`src/rtl/decoder_rr_arbiter_if.sv`:
```
// Request/grant bundle between requesters and the shared 4-to-16 decoder arbiter.
// The requester side drives enable/req; the arbiter side returns the registered grant.
interface decoder_rr_arbiter_if #(
  parameter int IDX_W = 4
);
  localparam int N = 2 ** IDX_W;

  logic             enable;
  logic [N-1:0]     req;
  logic             grant_valid;
  logic [IDX_W-1:0] grant_idx;
  logic [N-1:0]     grant_onehot;
  logic             timeout;

  modport master (
    output enable, req,
    input  grant_valid, grant_idx, grant_onehot, timeout
  );

  modport slave (
    input  enable, req,
    output grant_valid, grant_idx, grant_onehot, timeout
  );
endinterface

```
`src/rtl/decoder_rr_arbiter.sv`:
```
// Round-robin arbiter owning one shared line decoder; grants one requester at a time.
// Define ARB_TIMEOUT_EN to revoke an owner after MAX_HOLD consecutive grant cycles.
module decoder_rr_arbiter #(
  parameter int IDX_W    = 4,
  parameter int MAX_HOLD = 8
) (
  input  logic                 clk,
  input  logic                 reset,
  decoder_rr_arbiter_if.slave  bus
);
  localparam int N = 2 ** IDX_W;

  typedef enum logic {IDLE, GRANT} state_t;

  state_t           state, state_nxt;
  logic [IDX_W-1:0] ptr, ptr_nxt;
  logic             vld, vld_nxt;
  logic [IDX_W-1:0] idx, idx_nxt;
  logic [N-1:0]     onehot, onehot_nxt;
  logic             tout, tout_nxt;
  logic             win_found;
  logic [IDX_W-1:0] win_idx;

`ifdef ARB_TIMEOUT_EN
  localparam int HOLD_W = (MAX_HOLD > 1) ? $clog2(MAX_HOLD) : 1;
  logic [HOLD_W-1:0] hold_cnt, hold_nxt;
`endif

  // First set request bit scanning upward from p and wrapping through N-1 -> 0.
  function automatic logic [IDX_W:0] rr_pick(input logic [N-1:0] r, input logic [IDX_W-1:0] p);
    logic             found;
    logic [IDX_W-1:0] w;
    logic [IDX_W-1:0] c;
    found = 1'b0;
    w     = '0;
    for (int i = 0; i < N; i++) begin
      c = p + IDX_W'(i);
      if (!found && r[c]) begin
        found = 1'b1;
        w     = c;
      end
    end
    return {found, w};
  endfunction

  always_comb begin
    {win_found, win_idx} = rr_pick(bus.req, ptr);
  end

  always_comb begin
    state_nxt = state;
    ptr_nxt   = ptr;
    vld_nxt   = vld;
    idx_nxt   = idx;
    tout_nxt  = 1'b0;
`ifdef ARB_TIMEOUT_EN
    hold_nxt  = hold_cnt;
`endif
    case (state)
      IDLE: begin
        if (bus.enable && win_found) begin
          state_nxt = GRANT;
          vld_nxt   = 1'b1;
          idx_nxt   = win_idx;
          ptr_nxt   = win_idx + 1'b1;
`ifdef ARB_TIMEOUT_EN
          hold_nxt  = '0;
`endif
        end else begin
          vld_nxt = 1'b0;
          idx_nxt = '0;
        end
      end
      GRANT: begin
        // Release always takes priority over expiry, so no timeout pulse on a same-edge drop.
        if (!bus.req[idx]) begin
          state_nxt = IDLE;
          vld_nxt   = 1'b0;
          idx_nxt   = '0;
        end
`ifdef ARB_TIMEOUT_EN
        else if (hold_cnt == HOLD_W'(MAX_HOLD - 1)) begin
          state_nxt = IDLE;
          vld_nxt   = 1'b0;
          idx_nxt   = '0;
          tout_nxt  = 1'b1;
        end else begin
          hold_nxt = hold_cnt + 1'b1;
        end
`endif
      end
      default: begin
        state_nxt = IDLE;
        vld_nxt   = 1'b0;
        idx_nxt   = '0;
      end
    endcase
    onehot_nxt = vld_nxt ? (N'(1) << idx_nxt) : '0;
  end

  always_ff @(posedge clk) begin
    if (reset) begin
      state  <= IDLE;
      ptr    <= '0;
      vld    <= 1'b0;
      idx    <= '0;
      onehot <= '0;
      tout   <= 1'b0;
    end else begin
      state  <= state_nxt;
      ptr    <= ptr_nxt;
      vld    <= vld_nxt;
      idx    <= idx_nxt;
      onehot <= onehot_nxt;
      tout   <= tout_nxt;
    end
  end

`ifdef ARB_TIMEOUT_EN
  always_ff @(posedge clk) begin
    if (reset) hold_cnt <= '0;
    else       hold_cnt <= hold_nxt;
  end
`endif

  assign bus.grant_valid  = vld;
  assign bus.grant_idx    = idx;
  assign bus.grant_onehot = onehot;
  assign bus.timeout      = tout;
endmodule

```
`src/flat_wrapper.sv`:
```
// flat-port wrapper written by rule: the top's interface ports become plain ports
module decoder_rr_arbiter_flat 
#(
  parameter int IDX_W    = 4,
  parameter int MAX_HOLD = 8
)
  (clk, reset, bus_enable, bus_req, bus_grant_valid, bus_grant_idx, bus_grant_onehot, bus_timeout);
  decoder_rr_arbiter_if #(.IDX_W(IDX_W)) bus_i ();
  input  logic clk;
  input  logic reset;
  input wire logic [$bits(bus_i.enable)-1:0] bus_enable;
  input wire logic [$bits(bus_i.req)-1:0] bus_req;
  output wire logic [$bits(bus_i.grant_valid)-1:0] bus_grant_valid;
  output wire logic [$bits(bus_i.grant_idx)-1:0] bus_grant_idx;
  output wire logic [$bits(bus_i.grant_onehot)-1:0] bus_grant_onehot;
  output wire logic [$bits(bus_i.timeout)-1:0] bus_timeout;
  assign bus_i.enable = bus_enable;
  assign bus_i.req = bus_req;
  assign bus_grant_valid = bus_i.grant_valid;
  assign bus_grant_idx = bus_i.grant_idx;
  assign bus_grant_onehot = bus_i.grant_onehot;
  assign bus_timeout = bus_i.timeout;
  decoder_rr_arbiter #(.IDX_W(IDX_W), .MAX_HOLD(MAX_HOLD)) u_core (.clk(clk), .reset(reset), .bus(bus_i));
endmodule
```
`config.mk`:
```
export PLATFORM = sky130hd
export DESIGN_NAME = decoder_rr_arbiter_flat
export DESIGN_NICKNAME = d
export VERILOG_FILES = /design/src/rtl/decoder_rr_arbiter_if.sv /design/src/rtl/decoder_rr_arbiter.sv /design/src/flat_wrapper.sv
export SDC_FILE = /design/constraint.sdc
export NUM_CORES = 1
export LEC_CHECK = 0
export CAP_MARGIN = 20
export CORE_MARGIN = 3
export CORE_UTILIZATION = 58
export CTS_CLUSTER_DIAMETER = 40
export CTS_CLUSTER_SIZE = 14
export DETAILED_ROUTE_END_ITERATION = 7
export PLACE_DENSITY = 0.86
export SLEW_MARGIN = 20
export SYNTH_ARGS = -nofsm -noshare
export SYNTH_HDL_FRONTEND = slang
export SYNTH_SLANG_ARGS = --single-unit
```
`constraint.sdc`:
```
create_clock -name clk -period 5.4 [get_ports clk]
set_input_delay 0.54 -clock clk [delete_from_list [all_inputs] [get_ports clk]]
set_output_delay 0.54 -clock clk [all_outputs]
set_load 0.1 [all_outputs]
```
# ---- Word level (Yosys, flattened, before mapping)
# Index checks and enable logic that the tools add are counted.
dict set report classes {
  addsub 16
  magnitude_cmp 17
  shifts 1
  muxes 74
  bitwise_logic 2
  n_reduce_logical 33
}
# operator n
set op_table {}
lappend op_table {{4-bit by 5-bit less-than comparator with 1-bit output (second input constant)} 17}
lappend op_table {{4-bit 2-to-1 mux} 18}
lappend op_table {{1-bit binary-select mux with 4-bit select} 17}
lappend op_table {{1-bit 2-to-1 mux} 36}
lappend op_table {{4-bit adder (second input constant)} 8}
lappend op_table {{4-bit by 3-bit adder with 4-bit output (second input constant)} 4}
lappend op_table {{1-bit logical AND} 16}
lappend op_table {{1-bit by 4-bit << shifter with 16-bit output (first input constant)} 1}
lappend op_table {{1-bit zero test} 15}
lappend op_table {{4-bit by 1-bit adder with 4-bit output (second input constant)} 2}
lappend op_table {{4-bit by 2-bit adder with 4-bit output (second input constant)} 2}
lappend op_table {{4-bit case mux with 2 select lines} 1}
lappend op_table {{1-bit case mux with 2 select lines} 2}
lappend op_table {{1-bit inverter} 2}
lappend op_table {{2-bit AND reduction} 1}
lappend op_table {{2-bit OR reduction} 1}
dict set report totals {
  ff_bits 26
  inputBits 19
}

# ---- Longest topological paths before layout
# Gate-level depths: netlist (run 1).
dict set report logic_depth {
  word_depth 53
  ltp_mapped 21
  ltp_nobuf 14
}

# ---- Worst setup path before layout (run 1)
# No wires, ideal clock.
dict set report synth_path {
  path_kind {reg-to-reg}
  startpoint {register u_core.ptr[1]}
  endpoint {register u_core.onehot[14], in the netlist u_core.bus.grant_onehot[14]}
  setup_ps 87
  arrival_time_ps 4724
  required_ps 5313
  setup_slack_ps 588
  path_stages_with_launch 18
  n_path_buf 5
  period_less_slack_ps 4812
  cell_sequence {dfxtp_1 buf_2 inv_1 buf_1 ha_1 buf_6 mux4_2 mux2i_4 mux2_4 nand4_1 or4_1 buf_2 or4b_4 o311a_1 buf_6 a22oi_4 and2_4 nor4b_2}
}
dict set report synth_via {
  elab_chain_cells 53
  elab_cells_between_ends 117
  classes_between {15 x add/sub; 1 x shift; 68 x mux; 1 x bitwise; 32 x reduce/logical}
}
# item line_no
set synth_lines {}
lappend synth_lines {{start: declaration} decoder_rr_arbiter.sv:16} ;# logic [IDX_W-1:0] ptr, ptr_nxt;
lappend synth_lines {{start signal: assignment} decoder_rr_arbiter.sv:111} ;# ptr <= ptr_nxt;
lappend synth_lines {{parallel branches: the longest is 53 deep, another holds 4-bit by 1-bit adder with 4-bit output} -}
lappend synth_lines {{end signal: assignment} decoder_rr_arbiter.sv:114} ;# onehot <= onehot_nxt;
lappend synth_lines {{end: declaration} decoder_rr_arbiter.sv:19} ;# logic [N-1:0] onehot, onehot_nxt;
# Parallel ways; which one is timed is not known. The select of a mux whose other input is x is not followed.
# A chain may end at the register's enable or synchronous reset.

# ---- Final worst setup path (run 1)
dict set report layout_path {
  startpoint {register u_core.ptr[2]}
  endpoint {register u_core.onehot[8], in the netlist u_core.bus.grant_onehot[8]}
}
# Same word-level chain as after synthesis.

==> results of run 1 <==
[cells by family after synthesis]
| logic type | share of synthesized area [%] |
|---|---|
| mux | 34.4 |
| simple gates | 20.1 |
| compound gates | 18.7 |
| flops | 14.1 |
| buf+inv | 5.87 |
| xor+xnor | 3.97 |
| other cells | 0.102 |
| fa+ha+maj | 2.71 |
[routing by layer]
metal  GRT usage, %  up-vias  share of wire [%]  wire (microns)
met5              0        -                  0               0
li1               -     1615                  -               -
met1           42.4     1781                 38            4560
met4           12.4        0                5.9             718
met2           50.3      280                 46            5560
met3           6.05       68                 10            1240
[critical path: cells and delay by family (launching register included)]
family | cells | cell delay, ns
AOI/OAI and AO/OA | 3 | 1.71
xor gates and xnor gates | 1 | 0.48
adders and majority gates | 1 | 0.39
DFF | 1 | 0.72
muxes | 1 | 0.27
and+or+nand+nor | 4 | 1.57
[where the power goes]
part | internal, W | leakage [nW] | switching (W)
combinational | 0.00106 | 1.33 | 0.00161
sequential | 0.000217 | 0.211 | 0.0000435
clock | 0.0000499 | 0.0216 | 0.0000570
total | 0.00132 | 1.57 | 0.00171
[cell usage in the layout (no fill, tap or decap), types with 12 or more instances in the layout]
master and n:
mux4_2 28, a21oi_1 17, o21ai_0 15, mux2_2 13
dfxtp_1 26, nor2_1 41, clkdlybuf4s50_1 39, mux2i_1 41
buf_4 14, inv_1 12, nand2_1 17
[metrics by stage]
stage                     setup TNS, ns  instances  hold slack, ns
after CTS                             0        497           0.594
after detailed placement              0        494           0.580
after floorplan                       0        394           0.678
after global routing             -0.371        498           0.654
after global placement                0        494           0.568
final                                 0        498           0.609
[sequential cells by signal, summed over array words and instances (netlist names)]
signal                   cells
u_core.ptr                   4
u_core.bus.grant_onehot     16
u_core.bus.grant_idx         4
u_core.state                 1
u_core.bus.grant_valid       1
[what timing repair did]
| item | CTS | global route |
|---|---|---|
| gates resized for setup | 0 | 1 |
| setup buffers | 0 | 1 |
| hold endpoints to repair | 0 | 0 |
| hold buffers | 0 | 0 |
| endpoints found under the setup margin | 0 | 6 |
[cell type report]
cell class              count  area [sq um]
clock buffers               3          41.3
fillers                   447          1850
inverters                  12          45.0
multi-input cells         328          2960
flip-flops and latches     26           520
well taps                  75          93.8
repair buffers             54           515
[synthesized netlist by cell type (4+ instances only)]
master,instances
buf_2,8
clkbuf_1,6
nor3_1,5
xnor2_1,6
or3_1,4
a211oi_1,5
a22oi_1,5
nand3b_1,4
buf_6,6
inv_1,12
dfxtp_1,26
and4bb_1,4
o21ai_0,15
nand4_1,4
mux2_2,13
mux2i_1,41
buf_1,5
and4b_1,6
a31o_2,4
and3_1,4
a31oi_1,5
ha_1,8
nor2_1,41
a21oi_1,17
mux4_2,28
nand3_1,9
a21o_1,5
nand2_1,17
[worst paths after layout]
kind,end
setup / recovery,u_core.bus.grant_onehot[8]$_SDFF_PP0_
hold / removal,u_core.bus.grant_valid$_SDFF_PP0_
hold reg to reg,u_core.bus.grant_valid$_SDFF_PP0_
setup reg to reg,u_core.bus.grant_onehot[8]$_SDFF_PP0_
==> key figures, run 1 <==
Timing
  – Final min period: 5.27 ns
  – Rel. slew slack: 32.6%
  – Worst Tran Pin Value: 1.01 ns
  – Setup slack after layout: 0.133 ns
  – Max Freq: 0.190 GHz
  – Endpoints failing setup: 0
  – Post-Route Skew: 0.00677 ns
  – Fin crit share: 97.5%
  – Final hold viol count: 0
  – Max Transition Viols Final: 0

Yosys
  – Syn_nets: 421
  – Synthesized cell area: 3690 sq um
  – Synthesized area per cell: 9.36 sq um
  – Cells after synthesis: 394
  – Ys Warns: 0
  – Most used DFF post-synth: dfxtp_1
  – Synth cell types: 80
  – EDFF count, synth: 0
  – Largest cells by area after synthesis: mux4_2 17%, dfxtp_1 14%, mux2i_1 11%, nor2_1 4.2%, mux2_2 4.0%
  – Post-synth ARST share: 0%
  – Post-synth top area share: 17.1%
  – Yosys reg bits: 26
  – Sequential area share after synthesis: 14.1%
  – Synth area leader: mux4_2

Power and ir drop
  – Peak supply drop: 363 uV
  – Leak pwr: 1.57 nW
  – PwrDens: 726 nW/um^2
  – Total Power: 0.00304 W

Worst setup path
  – Critical path type: reg2reg
  – Max incr delay on CP: 0.72 ns
  – Reg2reg path depth: 10
  – Reg2reg start: u_core.ptr[2]$_SDFFE_PP0P_
  – Worst R2R Setup Slack: 0.13 ns
  – CP max stage cell: dfxtp_1
  – Worst EP arrival: 5.42 ns
  – CP Capture Type: flop
  – Worst Setup SP: u_core.ptr[2]$_SDFFE_PP0P_
  – CP Max Fanout: 17
  – CP Launch Type: flop
  – CP Cell Sequence: ha_1 > xor2_2 > mux2i_1 > a2bb2oi_1 > nand4_1 > or4_1 > or4b_4 > o311a_1 > a21oi_2 > and4b_1
  – Worst endpoint required time: 5.56 ns

Routing
  – Detailed Route Iter0 Violations: 360
  – Total number of vias: 3744
  – Vias per cell: 7.52
  – Routed wire length: 12100 microns
  – DRT Pass-1 Iters: 5
  – WL/cell: 24.3 microns
  – Post-route ant nets: 0
  – Remaining DRCs: 0

Die
  – Chip height: 85.7 microns
  – Die Area: 7350 sq um
  – I/O pins: 41
  – Core ar.: 6030 sq um
  – Row Count: 28
  – Die Wd: 85.7 microns
  – Initial Utilization: 61.2%

Clock network
  – CTS root buf: clkbuf_8
  – Total CTS buffers: 3
  – Maximum buffer depth of the clock tree: 2
  – Worst skew pair latency: 0.27 ns
  – Clock transition at path regs: 0.08 ns
  – Clock sink count: 26
  – TritonCTS clock tree: built
  – # H-tree levels: 1

Placement
  – Number of port buffers: 39
  – Pre-CTS worst setup slack: 0.279 ns
  – Placed Area: 4110 sq um
  – HPWL Detailed: 8550 microns
  – Gpl congestion: 0.980

Global route
  – Overflow after GRT: 0
  – Vias in the first global route: 3488
  – First-pass GRT wire length: 18400 microns
  – Initial antenna violation count: 0
  – Overall Global Routing Usage: 31.6%
  – Largest net degree at the start of global routing: 37

Cells and area
  – Finished Cell Area: 4180 sq um
  – Fin util: 69.4%
  – Antenna Cells: 0
  – Share of cells above drive strength 1: 19.6%
  – Synthesis-to-finish area growth: 13.3%
  – Nets: 452

Worst hold path
  – Hold path startpoint: u_core.bus.grant_valid$_SDFF_PP0_
  – Worst Hold Class: reg2reg
  – Hold-critical path depth: 3

Run status
  – Status: complete, no violations

Job
  – Max-Cap Viols: 0
(Power assumes the default switching activity.)
==> run 2, diff against run 1 <==
--- a/config.mk
+++ b/config.mk
@@ -11,6 +11,7 @@
 export CTS_CLUSTER_DIAMETER = 40
 export CTS_CLUSTER_SIZE = 14
 export DETAILED_ROUTE_END_ITERATION = 7
+export MAX_ROUTING_LAYER = met4
 export PLACE_DENSITY = 0.86
 export SLEW_MARGIN = 20
 export SYNTH_ARGS = -nofsm -noshare
==> run 2 against run 1 <==
Against the previous run: sequential power fell by 5%; wire length fell by 5.3%; global-route usage rose by 0.31 points; fmax rose by 3.4%; largest power group unchanged; via count fell by 2.8%; first-iteration DRC count rose by 8.9%; sequential share of layout area fell by 0.056 points; die area did not move; combinational power barely moved.
==> key figures, run 2 (synthesis gave the netlist of run 1 again) <==
Timing
  – Worst Tran Pin Value: 0.990 ns
  – Final min period: 5.10 ns
  – Total negative slack: 0 ns
  – Unrepaired setup endpoints after global routing: no
  – Endpoints failing setup: 0
  – Post-Route Skew: 0.00589 ns
  – Max Freq: 0.196 GHz
  – Hold slack final: 0.579 ns
  – Rel. slew slack: 33.8%
  – Max Transition Viols Final: 0
  – Final hold viol count: 0
  – Fin crit share: 94.4%

Worst setup path
  – CP Capture Type: flop
  – Worst endpoint required time: 5.56 ns
  – CP Launch Type: flop
  – Critical path type: reg2reg
  – CP max stage cell: ha_1
  – CP Cell Sequence: inv_1 > ha_1 > mux4_2 > mux2i_4 > mux2_4 > nand4_1 > or4_1 > or4b_4 > o311a_1 > a21oi_2 > and4b_1
  – Max incr delay on CP: 0.67 ns
  – Worst EP arrival: 5.26 ns
  – CP Max Fanout: 17

Die
  – I/O pins: 41
  – Chip height: 85.7 microns
  – Row Count: 28
  – Die Area: 7350 sq um
  – Die Wd: 85.7 microns
  – Core ar.: 6030 sq um
  – Initial Utilization: 61.2%

Power and ir drop
  – Total Power: 0.00305 W
  – Peak supply drop: 414 uV
  – PwrDens: 726 nW/um^2
  – Leak pwr: 1.58 nW

Routing
  – Remaining DRCs: 0
  – WL/cell: 22.9 microns
  – DRT Pass-1 Iters: 5
  – Total number of vias: 3638
  – Post-route ant nets: 0
  – Routed wire length: 11400 microns
  – Vias per cell: 7.29
  – Detailed Route Iter0 Violations: 392

Cells and area
  – Synthesis-to-finish area growth: 13.8%
  – Most frequent cells in the layout: 41 x mux2i_1, 41 x nor2_1, 39 x clkdlybuf4s50_1
  – Max reg flops: 16
  – Nets: 452
  – Antenna Cells: 0
  – Share of cells above drive strength 1: 19.8%
  – Fillers: 461
  – Fin util: 69.7%

Clock network
  – Clock sink count: 26
  – Clock transition at path regs: 0.09 ns
  – CTS root buf: clkbuf_8
  – # hold bufs at CTS: 0
  – Maximum buffer depth of the clock tree: 2
  – TritonCTS clock tree: built
  – # H-tree levels: 1
  – Worst skew pair latency: 0.27 ns
  – Total CTS buffers: 3

Placement
  – Gpl congestion: 1.01
  – Number of port buffers: 39
  – HPWL Detailed: 8400 microns

Global route
  – Vias in the first global route: 3419
  – Overall Global Routing Usage: 31.9%
  – Initial antenna violation count: 0
  – Overflow after GRT: 0
  – First-pass GRT wire length: 18000 microns
  – Largest net degree at the start of global routing: 37

Worst hold path
  – Worst Hold Class: reg2reg

Job
  – Max-Cap Viols: 0

Run status
  – Status: complete, no violations
[run 2: metrics by stage]
step | setup WS [ns] | instances | instance area [sq um]
finish | 0.304 | 499 | 4200
global route | 0.0364 | 499 | 4200
CTS | 0.270 | 498 | 4180
detailed placement | 0.298 | 494 | 4110
global placement | 0.243 | 494 | 4110
floorplan | 0.588 | 394 | 3690
[run 2: path summary, 6_finish.rpt]
kind / startpoint / end / slack (ns) / depth (start not counted)
max: u_core.ptr[1]$_SDFFE_PP0P_ / u_core.bus.grant_onehot[8]$_SDFF_PP0_ / 0.30 / 11
min: u_core.bus.grant_valid$_SDFF_PP0_ / u_core.bus.grant_valid$_SDFF_PP0_ / 0.58 / 3
max reg2reg: u_core.ptr[1]$_SDFFE_PP0P_ / u_core.bus.grant_onehot[8]$_SDFF_PP0_ / 0.30 / 11
min reg2reg: u_core.bus.grant_valid$_SDFF_PP0_ / u_core.bus.grant_valid$_SDFF_PP0_ / 0.58 / 3
[run 2: worst max-delay path, delay by kind of cell, from the launching register on]
kind,cells,cell delay (ns)
AND/OR/NAND/NOR,4,1.50
adder cells (fa/ha/maj),1,0.67
AO/OA/AOI/OAI,2,1.14
buffers and inverters,1,0.09
flip-flops,1,0.39
multiplexers,3,1.19
[run 2: report_power, final]
group	internal [W]	switching (W)
clock network	0.0000991	0.0000594
registers	0.000217	0.0000294
logic	0.00105	0.00159
[run 2: per-layer routing]
| metal | wire length [microns] | part of all wire, % | track usage [%] | vias to the layer above |
|---|---|---|---|---|
| met5 | 0 | 0 | - | - |
| met4 | 561 | 4.9 | 13.7 | 0 |
| met3 | 1130 | 9.8 | 6.34 | 49 |
| met2 | 5210 | 46 | 48.2 | 234 |
| met1 | 4540 | 40 | 41.6 | 1744 |
| li1 | - | - | - | 1611 |
[run 2: repair_timing]
item / 4_1_cts / 5_1_grt
gates resized for setup: 0 / 0
setup buffers: 0 / 1
setup endpoints to repair: 0 / 10
[run 2: layout make-up]
type	count	area (sq um)	share of cell area, %
Clock inverter	1	30.0	0.715
Timing Repair Buffer	54	515	12.3
Clock buffer	3	41.3	0.984
Tap cell	75	93.8	2.24
Inverter	12	45.0	1.07
Multi-Input combinational cell	328	2950	70.3
Sequential cell	26	520	12.4
